$ cat config.mk
export PLATFORM = sky130hd
export DESIGN_NAME = raster_mem_sched
export DESIGN_NICKNAME = d
export VERILOG_FILES = /design/src/rtl/raster_mem_sched_pkg.sv /design/src/rtl/raster_mem_sched_rr_arbiter.sv /design/src/rtl/raster_mem_sched.sv
export SDC_FILE = /design/constraint.sdc
export NUM_CORES = 1
export LEC_CHECK = 0
export ABC_AREA = 1
export CAP_MARGIN = 20
export CORE_AREA = 2 2 412 414
export CTS_BUF_LIST = sky130_fd_sc_hd__clkbuf_4 sky130_fd_sc_hd__clkbuf_8
export CTS_CLUSTER_DIAMETER = 60
export DETAILED_ROUTE_END_ITERATION = 8
export DIE_AREA = 0 0 414 416
export GPL_ROUTABILITY_DRIVEN = 0
export SYNTH_ARGS = -nofsm -noshare
export SYNTH_HDL_FRONTEND = slang
export SYNTH_HIERARCHICAL = 1
export SYNTH_SLANG_ARGS = --single-unit
$ cat constraint.sdc
create_clock -name clk -period 11.5 [get_ports clk]
set_clock_uncertainty 0.1 [all_clocks]
set_input_delay 2.3 -clock clk [delete_from_list [all_inputs] [get_ports clk]]
set_output_delay 2.3 -clock clk [all_outputs]
set_load 0.02 [all_outputs]
$ cat src/rtl/raster_mem_sched_pkg.sv
// Shared types and helpers for the rasterizer memory-unit scheduler.
package raster_mem_sched_pkg;

    localparam int unsigned RASTER_DIM_BITS  = 16;
    localparam int unsigned RASTER_PID_BITS  = 16;
    localparam int unsigned RASTER_DATA_BITS = 32;

    typedef struct packed {
        logic [RASTER_DIM_BITS-1:0]             xloc;
        logic [RASTER_DIM_BITS-1:0]             yloc;
        logic [RASTER_PID_BITS-1:0]             pid;
        logic [2:0][2:0][RASTER_DATA_BITS-1:0]  edges;
    } raster_prim_t;

    typedef enum logic [1:0] {
        RASTER_SCHED_STATE_IDLE   = 2'd0,
        RASTER_SCHED_STATE_LAUNCH = 2'd1,
        RASTER_SCHED_STATE_RUN    = 2'd2,
        RASTER_SCHED_STATE_DONE   = 2'd3
    } raster_sched_state_e;

    function automatic int unsigned raster_idx_bits(input int unsigned n);
        return (n > 1) ? $clog2(n) : 1;
    endfunction

endpackage

$ cat src/rtl/raster_mem_sched_rr_arbiter.sv
// Round-robin arbiter: first valid requester at or after rr_ptr wins.
module raster_rr_arbiter
    import raster_mem_sched_pkg::*;
#(
    parameter int unsigned NUM_INSTANCES = 2,
    parameter int unsigned IDX_BITS      = raster_idx_bits(NUM_INSTANCES)
) (
    input  logic [NUM_INSTANCES-1:0] valid,
    input  logic                     enable,
    input  logic [IDX_BITS-1:0]      rr_ptr,
    output logic [NUM_INSTANCES-1:0] grant,
    output logic [IDX_BITS-1:0]      grant_idx,
    output logic                     grant_valid
);

    int unsigned         j;
    logic [IDX_BITS-1:0] cand;

    always_comb begin
        grant       = '0;
        grant_idx   = '0;
        grant_valid = 1'b0;
        j           = 0;
        cand        = '0;
        if (enable) begin
            for (int unsigned i = 0; i < NUM_INSTANCES; i++) begin
                j = int'(rr_ptr) + i;
                if (j >= NUM_INSTANCES) j = j - NUM_INSTANCES;
                cand = IDX_BITS'(j);
                if (!grant_valid && valid[cand]) begin
                    grant[cand] = 1'b1;
                    grant_idx   = cand;
                    grant_valid = 1'b1;
                end
            end
        end
    end

endmodule

$ cat src/rtl/raster_mem_sched.sv
// Launch/completion controller and round-robin output merger for the
// rasterizer memory units.
module raster_mem_sched
    import raster_mem_sched_pkg::*;
#(
    parameter int unsigned NUM_INSTANCES = 2,
    parameter int unsigned PID_BITS      = 16,
    parameter int unsigned DIM_BITS      = 16,
    parameter int unsigned DATA_BITS     = 32,
    parameter int unsigned QUIET_CYCLES  = 2
) (
    input  logic                                   clk,
    input  logic                                   reset,
    input  logic                                   start,
    output logic                                   busy,
    output logic                                   done,
    output logic [NUM_INSTANCES-1:0]               unit_start,
    input  logic [NUM_INSTANCES-1:0]               unit_busy,
    input  logic [NUM_INSTANCES-1:0]               unit_valid,
    input  logic [NUM_INSTANCES*PID_BITS-1:0]      unit_pid,
    input  logic [NUM_INSTANCES*DIM_BITS-1:0]      unit_xloc,
    input  logic [NUM_INSTANCES*DIM_BITS-1:0]      unit_yloc,
    input  logic [NUM_INSTANCES*9*DATA_BITS-1:0]   unit_edges,
    output logic [NUM_INSTANCES-1:0]               unit_ready,
    output logic                                   valid_out,
    output logic [PID_BITS-1:0]                    pid_out,
    output logic [DIM_BITS-1:0]                    xloc_out,
    output logic [DIM_BITS-1:0]                    yloc_out,
    output logic [9*DATA_BITS-1:0]                 edges_out,
    output logic [raster_idx_bits(NUM_INSTANCES)-1:0] src_out,
    input  logic                                   ready_out,
    output logic [31:0]                            prim_count
);

    localparam int unsigned IDX_BITS  = raster_idx_bits(NUM_INSTANCES);
    localparam int unsigned EDGE_BITS = 9 * DATA_BITS;
    localparam int unsigned QCNT_BITS = $clog2(QUIET_CYCLES + 1);

    raster_sched_state_e   state, state_nxt;
    logic [QCNT_BITS-1:0]  quiet_cnt, quiet_cnt_nxt;
    logic [IDX_BITS-1:0]   rr_ptr, grant_idx;
    logic [NUM_INSTANCES-1:0] grant;
    logic                  grant_valid, arb_enable, out_fire, quiet;

    assign out_fire   = valid_out && ready_out;
    // No grants during reset: the held word is discarded, so a handshake would lose the item.
    assign arb_enable = !reset && (!valid_out || ready_out);
    assign quiet      = (unit_busy == '0) && (unit_valid == '0) && !valid_out;

    raster_rr_arbiter #(
        .NUM_INSTANCES (NUM_INSTANCES),
        .IDX_BITS      (IDX_BITS)
    ) u_arb (
        .valid       (unit_valid),
        .enable      (arb_enable),
        .rr_ptr      (rr_ptr),
        .grant       (grant),
        .grant_idx   (grant_idx),
        .grant_valid (grant_valid)
    );

    always_comb begin
        unit_ready = grant;
    end

    always_ff @(posedge clk) begin
        if (reset) begin
            state     <= RASTER_SCHED_STATE_IDLE;
            quiet_cnt <= '0;
        end else begin
            state     <= state_nxt;
            quiet_cnt <= quiet_cnt_nxt;
        end
    end

    always_comb begin
        state_nxt     = state;
        quiet_cnt_nxt = '0;
        busy          = 1'b1;
        done          = 1'b0;
        unit_start    = '0;
        case (state)
            RASTER_SCHED_STATE_IDLE: begin
                busy = 1'b0;
                if (start) state_nxt = RASTER_SCHED_STATE_LAUNCH;
            end
            RASTER_SCHED_STATE_LAUNCH: begin
                unit_start = '1;
                state_nxt  = RASTER_SCHED_STATE_RUN;
            end
            RASTER_SCHED_STATE_RUN: begin
                if (quiet) begin
                    quiet_cnt_nxt = quiet_cnt + 1'b1;
                    if (quiet_cnt_nxt == QCNT_BITS'(QUIET_CYCLES))
                        state_nxt = RASTER_SCHED_STATE_DONE;
                end
            end
            RASTER_SCHED_STATE_DONE: begin
                done      = 1'b1;
                state_nxt = RASTER_SCHED_STATE_IDLE;
            end
            default: state_nxt = RASTER_SCHED_STATE_IDLE;
        endcase
    end

    always_ff @(posedge clk) begin
        if (reset) begin
            valid_out <= 1'b0;
            rr_ptr    <= '0;
        end else if (grant_valid) begin
            valid_out <= 1'b1;
            rr_ptr    <= (grant_idx == IDX_BITS'(NUM_INSTANCES - 1)) ? '0 : grant_idx + 1'b1;
        end else if (ready_out) begin
            valid_out <= 1'b0;
        end
    end

    always_ff @(posedge clk) begin
        if (grant_valid) begin
            pid_out   <= unit_pid[grant_idx*PID_BITS +: PID_BITS];
            xloc_out  <= unit_xloc[grant_idx*DIM_BITS +: DIM_BITS];
            yloc_out  <= unit_yloc[grant_idx*DIM_BITS +: DIM_BITS];
            edges_out <= unit_edges[grant_idx*EDGE_BITS +: EDGE_BITS];
            src_out   <= grant_idx;
        end
    end

    always_ff @(posedge clk) begin
        if (reset)
            prim_count <= '0;
        else if (state == RASTER_SCHED_STATE_IDLE && start)
            prim_count <= '0;
        else if (out_fire)
            prim_count <= prim_count + 32'd1;
    end

endmodule

* After elaboration in Yosys (flattened, before gate mapping)
Cells that the tools add are included.
** Word-level totals
- Output and inout port bits :: 376
- Register bits :: 375
- Word-level logic and storage cells :: 89
** Cells by class
- Shift operators :: 4
- Order comparisons :: 6
- Bitwise operators :: 3
- Mux-type cells :: 33
- Eq/ne operators :: 7
- Add/subtract/negate cells :: 6
- Multipliers :: 1
- Reduce and logical (&&, ||, !) cells :: 19
** Operators with widths (number)
- 576-bit by 11-bit indexed part select with 288-bit output :: 1
- 32-bit by 6-bit indexed part select with 16-bit output :: 3
- 32-bit by 1-bit adder with 32-bit output, second input constant :: 1
- 1-bit 2-to-1 mux :: 22
- 2-bit 2-to-1 mux :: 8
- 1-bit logical AND :: 8
- 2-bit case mux with 4 select lines :: 1
- 2-bit == test, second input constant :: 3
- 2-bit logical NOT :: 3
- 2-bit inequality test, second input constant :: 3
- 1-bit by 4-bit multiplier with 5-bit output, second input constant :: 1
- 1-bit by 2-bit less-than comparator with 1-bit output, second input constant :: 2
- 1-bit logical NOT :: 3
- 3-bit AND reduction :: 1
- 3-bit OR reduction :: 1
- 1-bit by 1-bit adder with 2-bit output, second input constant :: 1
- 2-bit by 1-bit adder with 2-bit output, second input constant :: 1
- 1-bit demux with 1-bit select :: 2
- 2-bit by 1-bit == test with 1-bit output, second input constant :: 1
- 1-bit greater-or-equal comparator, second input constant :: 2
- 1-bit by 2-bit greater-or-equal comparator with 1-bit output, second input constant :: 1
- 2-bit greater-or-equal comparator, second input constant :: 1
- 1-bit inverter :: 2
- 2-bit OR :: 1
- 5 further kinds :: 6

* Longest topological paths before layout
- Depth after elaboration :: 14
- Depth in mapped cells :: 9

* Modules after synthesis
Netlist, hierarchy kept.
** Modules (own cells, without submodules)
- raster_mem_sched :: area an instance 16233.1 µm², times used 1, cells an instance 1036
- raster_rr_arbiter :: area an instance 30.0 µm², times used 1, cells an instance 7

* Worst setup path before layout
No wires, ideal clock.
- Kind :: input to register
- From :: input ready_out
- To :: register rr_ptr
- Required time :: 11206 ps
- Arrival :: 10515 ps
- Stages :: 6
- Library setup time :: 194 ps
- Slack :: 692 ps
- Cells stage by stage :: inv_1 -> a21oi_1 -> nand2_1 -> nand2_1 -> o21ai_0 -> a21oi_1
** RTL lines
- from (decl) :: RTL line raster_mem_sched.sv:31 : input logic ready_out,
- 1-bit logical OR :: RTL line raster_mem_sched.sv:47 : assign arb_enable = !reset && (!valid_out || ready_out);
- 1-bit logical AND :: RTL line raster_mem_sched.sv:47
- named net arb_enable :: RTL line raster_mem_sched.sv:43 : logic grant_valid, arb_enable, out_fire, quiet;
- 1-bit 2-to-1 mux :: RTL line raster_mem_sched_rr_arbiter.sv:25 : if (enable) begin
- named net grant_valid :: RTL line raster_mem_sched.sv:43
- to (signal assigned) :: RTL line raster_mem_sched.sv:112 : rr_ptr <= (grant_idx == IDX_BITS'(NUM_INSTANCES - 1)) ? '0 : grant_idx + 1'b1;
- to (decl) :: RTL line raster_mem_sched.sv:41 : logic [IDX_BITS-1:0] rr_ptr, grant_idx;
The timed path passes the listed nets, and every way through them passes these cells.
A chain may end at the register's enable or synchronous reset.

* Worst setup path in the final report
- From :: input ready_out
- To :: output unit_ready[1]
** Between the ends
- Word-level cells in the longest chain between the ends :: 3
** RTL lines
- 1-bit logical OR :: RTL line raster_mem_sched.sv:47
- 1-bit logical AND :: RTL line raster_mem_sched.sv:47
- named net arb_enable :: RTL line raster_mem_sched.sv:43
- 2-bit 2-to-1 mux :: RTL line raster_mem_sched_rr_arbiter.sv:25
- to (decl) :: RTL line raster_mem_sched.sv:24 : output logic [NUM_INSTANCES-1:0] unit_ready,
The timed path passes the listed nets, and every way through them passes these cells.

==> results_dict.tcl <==
set metrics [dict create \
    status "complete, no violations" \
    vias_per_cell 3.19 \
    drtIter0Drc 1053 \
    antenna_found_initial 111 \
    layout.nets 2834 \
    hold_violations 0 \
    cap_violations 0 \
    fmax_ghz 0.138 \
    met3_usage_pct 6.92 \
    tns_ps 0 \
    cp-start-kind "primary input" \
    syn_area_per_cell_um2 15.6 \
    syn_nets 1730 \
    die_y_um 416 \
    grt_overflow_total 0 \
    grtUsageTotal_pct 11.8 \
    first_pass_iters 5 \
    critPathRequiredTime_ps 9100 \
    rows 151 \
    postSynthCellCount 1043 \
    cp-end-kind "output pin" \
    p_int_mw 2.89 \
    floorplan.initialDensity_pct 9.67 \
    core_um2 168000 \
    final_common_cell "clkdlybuf4s50_1" \
    layout_min_cycle_time_ps 7230 \
    grt_pass1_vias 14100 \
    critPathMaxFanout 3 \
    crit_type "primary input to output pin" \
    ir_worst_vdd_mv 0.0932 \
    worstPathArrival_ps 4830 \
    numCtsBuffers 77 \
    syn-cell-area_um2 16300 \
    timing.final.crit_share_pct 62.9 \
    cts_sinks 375 \
    maxSlewHeadroom_pct 26.8 \
    cts-htree-levels 3 \
    rsz0062_at_grt "no" \
    tightestPinTransition_ps 1100 \
    io_pins 1056 \
    num_vias 14200 \
    place.detailed.hpwl_um 88800 \
    finalWirelength_um 105000 \
    grt_use_met1_pct 12.9 \
    grt_pass1_wl_um 134000 \
    p_leak_nw 10.4 \
    power_density_nw_per_um2 129 \
    setup_viol 0 \
    hold_class "flip-flop to flip-flop" \
    power_mw 4.01 \
    clock_path_buffers 3 \
    grt_max_degree 140 \
    yosys.cell_types.count 33 \
    postCtsHoldBufs 0 \
    netSwitchingFraction_pct 27.9 \
    final_util_pct 18.5 \
    finalMaxSlewViolations 0 \
    die_area_um2 172000 \
    drcViolationCount 0 \
    ant_nets 0 \
    grtUsageMet2_pct 18.8 \
    top_usage_layer "met2" \
    final_cell_mix "clkdlybuf4s50_1 (1055), edfxtp_1 (337), mux2_2 (289)" \
    wl_per_cell_um 23.6 \
    die_w_um 414 \
    clkLatencyLatePin_ps 750 \
    cts_root_buf "clkbuf_8" \
    cts.clk_slew.worst_paths_ps 60 \
    power_frac_comb_pct 21.3 \
    drive_above_1_share_pct 20.2 \
    ys_seq_area_share_pct 66.9 \
    area_growth_pct 91.7 \
    cts_setup_buffers 0 \
    tritoncts "built" \
    p_switching_mw 1.12 \
    cts_resized 0 \
    placement.io_buffers 1055 \
    seqPwrFrac_pct 41.4 \
    clkPwrFrac_pct 37.3 \
    ys_seq_elements 375 \
    yosysWarnings 6 \
]
kinds of logic after synthesis:
logic type	after synthesis	share of synthesized area, %
and+or+nand+nor	186	5.35
AOI/OAI and AO/OA	39	1.22
buffers and inverters	97	2.56
muxes	336	23.3
xor gates and xnor gates	3	0.162
adders and majority gates	7	0.539
DFF	375	66.9
synthesized netlist by cell type (all sizes together):
| cell type | count | share of area, % |
|---|---|---|
| nor3 | 3 | 0.16 |
| or2 | 2 | 0.077 |
| ha | 7 | 0.54 |
| edfxtp | 337 | 62 |
| clkinv | 1 | 0.023 |
| inv | 55 | 1.3 |
| nor2 | 64 | 1.8 |
| xnor2 | 2 | 0.11 |
| mux2 | 336 | 23 |
| o21ai | 15 | 0.46 |
| nor4 | 2 | 0.077 |
| nand3 | 24 | 0.88 |
| buf | 40 | 1.2 |
| and2 | 1 | 0.038 |
| clkbuf | 1 | 0.023 |
| nand2 | 83 | 2.1 |
| xor2 | 1 | 0.054 |
| a21oi | 24 | 0.76 |
| dfxtp | 38 | 4.7 |
| nand4 | 7 | 0.27 |
critical path, cell delays in order:
cell and delay, ps:
clkdlybuf4s50_1 570, inv_1 80, a21oi_1 620, nand2_1 350, a21oi_1 250, clkdlybuf4s50_1 640
state kept, by name, summed over array words and instances (netlist names):
signal / cells
rr_ptr: 1
state: 2
xloc_out: 16
valid_out: 1
prim_count: 32
edges_out: 288
quiet_cnt: 2
pid_out: 16
src_out: 1
yloc_out: 16
layout make-up:
type / instances / area, um2
clock inverter: 34 / 304
fill: 18300 / 137000
multi-input combinational: 571 / 4980
tap: 2218 / 2780
antenna: 33 / 82.6
sequential: 375 / 10900
clock buffer: 101 / 1260
inverter: 56 / 210
timing repair buffer: 1066 / 10700
power groups by stage:
stage                     logic, mW  clock network [mW]  registers (mW)
final                         0.853                1.50            1.66
after global routing          0.904                1.60            1.67
after CTS                     0.870                1.55            1.66
after detailed placement      0.865                   0            1.69
after global placement        0.860                   0            1.69
after floorplan               0.191                   0            1.84
worst paths after layout:
path                      from              to  slack (ps)  depth (start not counted)
setup / recovery     ready_out   unit_ready[1]        4270                          6
hold / removal    quiet_cnt[0]    quiet_cnt[0]         340                          1
setup reg to reg     valid_out  edges_out[226]        7700                          6
hold reg to reg   quiet_cnt[0]    quiet_cnt[0]         340                          1
metal layers:
layer / vias to the layer above / share of wire [%]
li1: 6132 / -
met1: 6882 / 36
met2: 909 / 46
met3: 236 / 14
met4: 48 / 3.1
met5: - / 0.31
through the flow:
| stage | hold slack, ps | worst slack, ps | cell area [um2] | cells |
|---|---|---|---|---|
| after floorplan | 304 | 692 | 16300 | 1043 |
| after global placement | 319 | 4170 | 29500 | 4286 |
| after detailed placement | 336 | 4200 | 29500 | 4286 |
| after CTS | 343 | 4200 | 31100 | 4421 |
| after global routing | 368 | 4160 | 31100 | 4434 |
| final | 340 | 4270 | 31200 | 4454 |
(Power assumes the default switching activity.)
